<file path="src/rtl/memory_arbiter.sv">
// Two-master round-robin arbiter in front of a single-port memory bus.
// Each accepted request is issued to memory as one strobe, then the response returns to its master.
module memory_arbiter #(
    parameter int unsigned TIMEOUT_CYCLES = 16,
    parameter bit          RESET_PRIORITY = 1'b0
) (
    input  logic        Clock,
    input  logic        ResetN,
    input  logic        M0Cycle,
    input  logic        M0Strobe,
    input  logic        M0ReadWrite,
    input  logic [1:0]  M0Width,
    input  logic [31:0] M0Address,
    input  logic [31:0] M0DataIn,
    output logic [31:0] M0DataOut,
    output logic        M0Acknowledge,
    output logic        M0Error,
    output logic        M0Stall,
    input  logic        M1Cycle,
    input  logic        M1Strobe,
    input  logic        M1ReadWrite,
    input  logic [1:0]  M1Width,
    input  logic [31:0] M1Address,
    input  logic [31:0] M1DataIn,
    output logic [31:0] M1DataOut,
    output logic        M1Acknowledge,
    output logic        M1Error,
    output logic        M1Stall,
    output logic        SCycle,
    output logic        SStrobe,
    output logic        SReadWrite,
    output logic [1:0]  SWidth,
    output logic [31:0] SAddress,
    output logic [31:0] SDataOut,
    input  logic [31:0] SDataIn,
    input  logic        SAcknowledge,
    input  logic        SStall
);

    typedef enum logic [1:0] {IDLE, ISSUE, WAIT, RESPOND} state_t;

    localparam int unsigned    CW   = $clog2(TIMEOUT_CYCLES);
    localparam logic [CW-1:0]  LAST = CW'(TIMEOUT_CYCLES - 1);

    state_t         state;
    logic           priority_q;   // master that wins the next contended arbitration
    logic           owner;
    logic           aborted;
    logic           rw_q;
    logic [1:0]     width_q;
    logic [31:0]    addr_q;
    logic [31:0]    wdata_q;
    logic [31:0]    dout0;
    logic [31:0]    dout1;
    logic           ack0, ack1, err0, err1;
    logic           s_cycle, s_strobe;
    logic [CW-1:0]  count;

    logic req0, req1, win0, win1, idle, owner_cycle;

    assign req0        = M0Cycle & M0Strobe;
    assign req1        = M1Cycle & M1Strobe;
    assign win0        = req0 & (~req1 | ~priority_q);
    assign win1        = req1 & (~req0 |  priority_q);
    assign idle        = (state == IDLE);
    assign owner_cycle = owner ? M1Cycle : M0Cycle;

    // NOTE: Stall is combinational on the live request; gating with ResetN keeps it 0 while in reset.
    assign M0Stall = ResetN & req0 & ~(idle & win0);
    assign M1Stall = ResetN & req1 & ~(idle & win1);

    assign M0DataOut     = dout0;
    assign M1DataOut     = dout1;
    assign M0Acknowledge = ack0;
    assign M1Acknowledge = ack1;
    assign M0Error       = err0;
    assign M1Error       = err1;
    assign SCycle        = s_cycle;
    assign SStrobe       = s_strobe;
    assign SReadWrite    = rw_q;
    assign SWidth        = width_q;
    assign SAddress      = addr_q;
    assign SDataOut      = wdata_q;

    // NOTE: the data registers are async-reset too, so every output reads 0 during reset.
    always_ff @(posedge Clock or negedge ResetN) begin
        if (!ResetN) begin
            state      <= IDLE;
            priority_q <= RESET_PRIORITY;
            owner      <= 1'b0;
            aborted    <= 1'b0;
            rw_q       <= 1'b0;
            width_q    <= 2'd0;
            addr_q     <= 32'd0;
            wdata_q    <= 32'd0;
            dout0      <= 32'd0;
            dout1      <= 32'd0;
            ack0       <= 1'b0;
            ack1       <= 1'b0;
            err0       <= 1'b0;
            err1       <= 1'b0;
            s_cycle    <= 1'b0;
            s_strobe   <= 1'b0;
            count      <= '0;
        end else begin
            // NOTE: response pulses default low every cycle; only the WAIT->RESPOND edge raises one.
            ack0 <= 1'b0;
            ack1 <= 1'b0;
            err0 <= 1'b0;
            err1 <= 1'b0;
            case (state)
                IDLE: begin
                    if (win0 | win1) begin
                        owner      <= win1;
                        priority_q <= win0;
                        rw_q       <= win1 ? M1ReadWrite : M0ReadWrite;
                        width_q    <= win1 ? M1Width     : M0Width;
                        addr_q     <= win1 ? M1Address   : M0Address;
                        wdata_q    <= win1 ? M1DataIn    : M0DataIn;
                        aborted    <= 1'b0;
                        s_cycle    <= 1'b1;
                        s_strobe   <= 1'b1;
                        state      <= ISSUE;
                    end
                end
                ISSUE: begin
                    if (!owner_cycle) aborted <= 1'b1;
                    if (!SStall) begin
                        s_strobe <= 1'b0;
                        count    <= '0;
                        state    <= WAIT;
                    end
                end
                WAIT: begin
                    if (!owner_cycle) aborted <= 1'b1;
                    if (SAcknowledge || count == LAST) begin
                        s_cycle <= 1'b0;
                        state   <= RESPOND;
                        // An abandoned transaction still finishes on memory but reports nothing.
                        if (!aborted && owner_cycle) begin
                            if (SAcknowledge) begin
                                ack0 <= ~owner;
                                ack1 <=  owner;
                                if (!rw_q && width_q != 2'd3) begin
                                    if (owner) dout1 <= SDataIn;
                                    else       dout0 <= SDataIn;
                                end
                            end else begin
                                err0 <= ~owner;
                                err1 <=  owner;
                            end
                        end
                    end else begin
                        count <= count + 1'b1;
                    end
                end
                RESPOND: state <= IDLE;
                default: state <= IDLE;
            endcase
        end
    end

endmodule

</file>
<file path="config.mk">
export PLATFORM = sky130hd
export DESIGN_NAME = memory_arbiter
export DESIGN_NICKNAME = d
export VERILOG_FILES = /design/src/rtl/memory_arbiter.sv
export SDC_FILE = /design/constraint.sdc
export NUM_CORES = 1
export LEC_CHECK = 0
export BUFFER_PORTS_ARGS = -buffer_cell sky130_fd_sc_hd__clkbuf_2
export CORE_UTILIZATION = 40
export DETAILED_ROUTE_END_ITERATION = 8
export GPL_TIMING_DRIVEN = 1
export PLACE_DENSITY = 0.78
export SETUP_SLACK_MARGIN = 0.05
export SLEW_MARGIN = 0
export SYNTH_ARGS = -nofsm -noshare
export SYNTH_HDL_FRONTEND = slang
export SYNTH_SLANG_ARGS = --single-unit
</file>
<file path="constraint.sdc">
create_clock -name Clock -period 5 [get_ports Clock]
set_input_delay 0.25 -clock Clock [delete_from_list [all_inputs] [get_ports Clock]]
set_output_delay 0.25 -clock Clock [all_outputs]
set_load 0.01 [all_outputs]
</file>
==> metrics <==
register area=roughly 3700 um^2; vias in the first global route=between 5000 and 6000; Clk pin slew, worst setup/hold paths=~0.070 ns; DRT antenna net count=0; Setup Total Neg Slack=0 ns; Mapped Area=between 6000 and 7000 um^2; total global routing overflow=0; Seq/Total Area, Yosys=54.14%; highest clock rate=between 300 and 400 MHz; endpoints failing hold=0; DIE AREA=17390 um^2; Worst Hold Class=in -> reg; initial DRC count=~320; slew margin rel.=20.87%; synthesized area per cell=10.90 um^2; maximum vdd ir drop=0.2278 mV; Ports=313; commonest cells in the netlist=dfrtp_1 (146), a21oi_1 (73), a31oi_1 (70), nand3_1 (70), o21ai_0 (69); largest net degree at the start of global routing=between 80 and 90; Flop pwr share=between 30% and 40%; syn_nets=about 800; Die W=131.9 um; combined buffer and inverter count along the critical path=1; area of the multi-input gates=approximately 2800 um^2; average routed wire per standard cell=between 15 and 20 um; Comb power frac=34.4%; Mapped Cells=about 620; PD cells=around 530 nW/um^2; post-CTS sizing=0; cell taking the most area after synthesis=dfrtp_1; Synth top area share=a little over half; Net count, final=about 1100; first-pass GRT wire length=roughly 32000 um; cell family with most CP delay=simple AND/OR/NAND/NOR gates; global placement routability congestion=a little under 0.8; most frequent cell after synthesis=dfrtp_1; Async SR Flop Fraction=100.0%; status=finished, final reports clean; CTS tree=done; DR DRC count=0; Synth area leaders=dfrtp_1 (54%), mux2_4 (6.7%), a31oi_1 (6.5%); dpl ws=around 2.3 ns; H-tree depth=4; Critical-path top delay cell=nand4_4; Final setup viols=0; initial core utilization=about two fifths; clock latency on the worst-skew pair=approximately 0.42 ns; via density per instance=between 5 and 6; die height=131.9 um; # fillers=around 1500; LEAKAGE=around 4.6 nW; Crit Path Category=reg -> reg; gr usage total=23.81%; DR vias=just over 6000; CTS buffer count=17; CP endpoint kind=register; Worst Path Arrival=~3.0 ns; number of port buffers=approximately 310; crit path launch type=register; #FFs+latches synth=between 100 and 150; post-route clock skew=0.01836 ns; initial antenna violation count=1; Max-Cap Viols=0; final worst-path cycle share=around 54%; share of cells above drive strength 1=46.97%; Pint=3.016 mW; drt total wl=roughly 21000 um; crit path max fanout=32; crit path cell chain=inv_1, ha_1, and3b_1, nand4_4, mux2_4; CP max stage delay=~0.7 ns; Slew Viols, Final=0; clk sinks=between 100 and 150; Most used DFF post-synth=dfrtp_1; YS warnings=0; Clock Power Share=between 20% and 30%; Final WS setup=approximately 2.3 ns; P&R area growth vs syn=33.01%; maximum clock path buffer count=2; post-synth cell types=44; Net Sw Power=around 1.8 mW; min Tclk post-route=2.705 ns; Worst Path Required=between 5 and 6 ns; Worst-Margin Slew=around 1.2 ns; TritonRoute pass-1 iters=7; DP Wirelength=approximately 14000 um; Sw Ratio=around 37%; CTS root buf=clkbuf_16; area of the core=16520 um^2; RSZ-0062 raised after global routing=false; EDFF count, synth=0; row count=47
-- kinds of logic after synthesis --
family / after synthesis / share of synthesized area, %
AO/OA/AOI/OAI: 228 / 19.14
flip-flops: 146 / 54.14
AND/OR/NAND/NOR: 107 / 8.549
buffers and inverters: 67 / 4.580
multiplexers: 66 / 12.66
adder cells (fa/ha/maj): 5 / 0.9271
-- power by group through the flow --
stage          clock network (mW)  registers [mW]  logic (mW)
3_3_place_gp                    0            1.83        1.62
5_1_grt                      1.37            1.89        1.80
6_report                     1.29            1.84        1.64
2_1_floorplan                   0            2.00       0.772
4_1_cts                      1.31            1.84        1.66
3_5_place_dp                    0            1.85        1.66
-- timing repair --
| item | 4_1_cts | 5_1_grt |
|---|---|---|
| hold buffers | 1 | 0 |
| buffers inserted | 0 | 0 |
| hold endpoints to repair | 80 | 0 |
-- state kept, by name, indices dropped and copies added, names as in the netlist --
name / flops
SCycle: 1
M0Error: 1
SStrobe: 1
SDataOut: 32
M1DataOut: 32
SWidth: 2
state: 2
priority_q: 1
M0DataOut: 32
aborted: 1
M1Acknowledge: 1
M0Acknowledge: 1
SAddress: 32
count: 4
owner: 1
M1Error: 1
SReadWrite: 1
-- cells in the final DEF (no fill, tap or decap), types with 3 or more instances in the layout --
cell type / instances
nand3_1: 70
inv_1: 5
nand4_1: 3
clkinv_2: 3
buf_4: 7
inv_6: 6
a31oi_1: 70
a21oi_1: 73
nor2_1: 7
o21ai_0: 69
mux2_4: 30
clkbuf_16: 17
ha_1: 4
mux2_2: 35
dfrtp_1: 146
clkbuf_2: 311
nand2_1: 9
-- final timing paths --
check	to	from	cells past startpoint	slack, ns
max in group asynchronous	SDataOut[9]	ResetN	3	3.19
hold / removal	SDataOut[31]	M1DataIn[31]	3	0.08
hold reg to reg	M0DataOut[6]	M0DataOut[6]	1	0.51
min in group asynchronous	M1DataOut[11]	ResetN	2	0.45
setup / recovery	M1DataOut[28]	state[0]	5	2.30
setup reg to reg	M1DataOut[28]	state[0]	5	2.30
-- tightest hold or removal path: cells and delay by family --
family	cells	cell delay, ns
AOI/OAI and AO/OA	1	0.07
and+or+nand+nor	1	0.05
buffers and inverters	1	0.08
-- per-stage QoR --
stage / hold slack [ns] / util, % / cells / power [mW] / cell area (um^2)
after CTS: 0.05882 / 54.30 / 1129 / 4.809 / 8972
final: 0.07588 / 54.31 / 1130 / 4.770 / 8975
after detailed placement: 0.3448 / 50.65 / 1096 / 3.508 / 8369
after global routing: 0.06016 / 54.31 / 1130 / 5.052 / 8975
after global placement: 0.3401 / 50.65 / 1096 / 3.446 / 8369
after floorplan: -0.04559 / - / 619 / 2.767 / 6748
-- cell type report --
class,instances,area share [%]
Timing Repair Buffer,320,18.17
Multi-Input combinational cell,406,31.21
Sequential cell,146,40.71
Inverter,5,0.2091
Antenna cell,1,0.02788
Clock buffer,17,4.740
Tap cell,220,3.067
Clock inverter,15,1.868
-- routing by layer --
layer	global-route usage (%)	vias to the layer above	wire length, um
met3	5.805	21	1330
met5	0	-	0
li1	-	2849	-
met1	29.85	2922	8708
met2	40.12	282	10230
met4	8.204	0	361
Power figures use the tool's default switching activity.
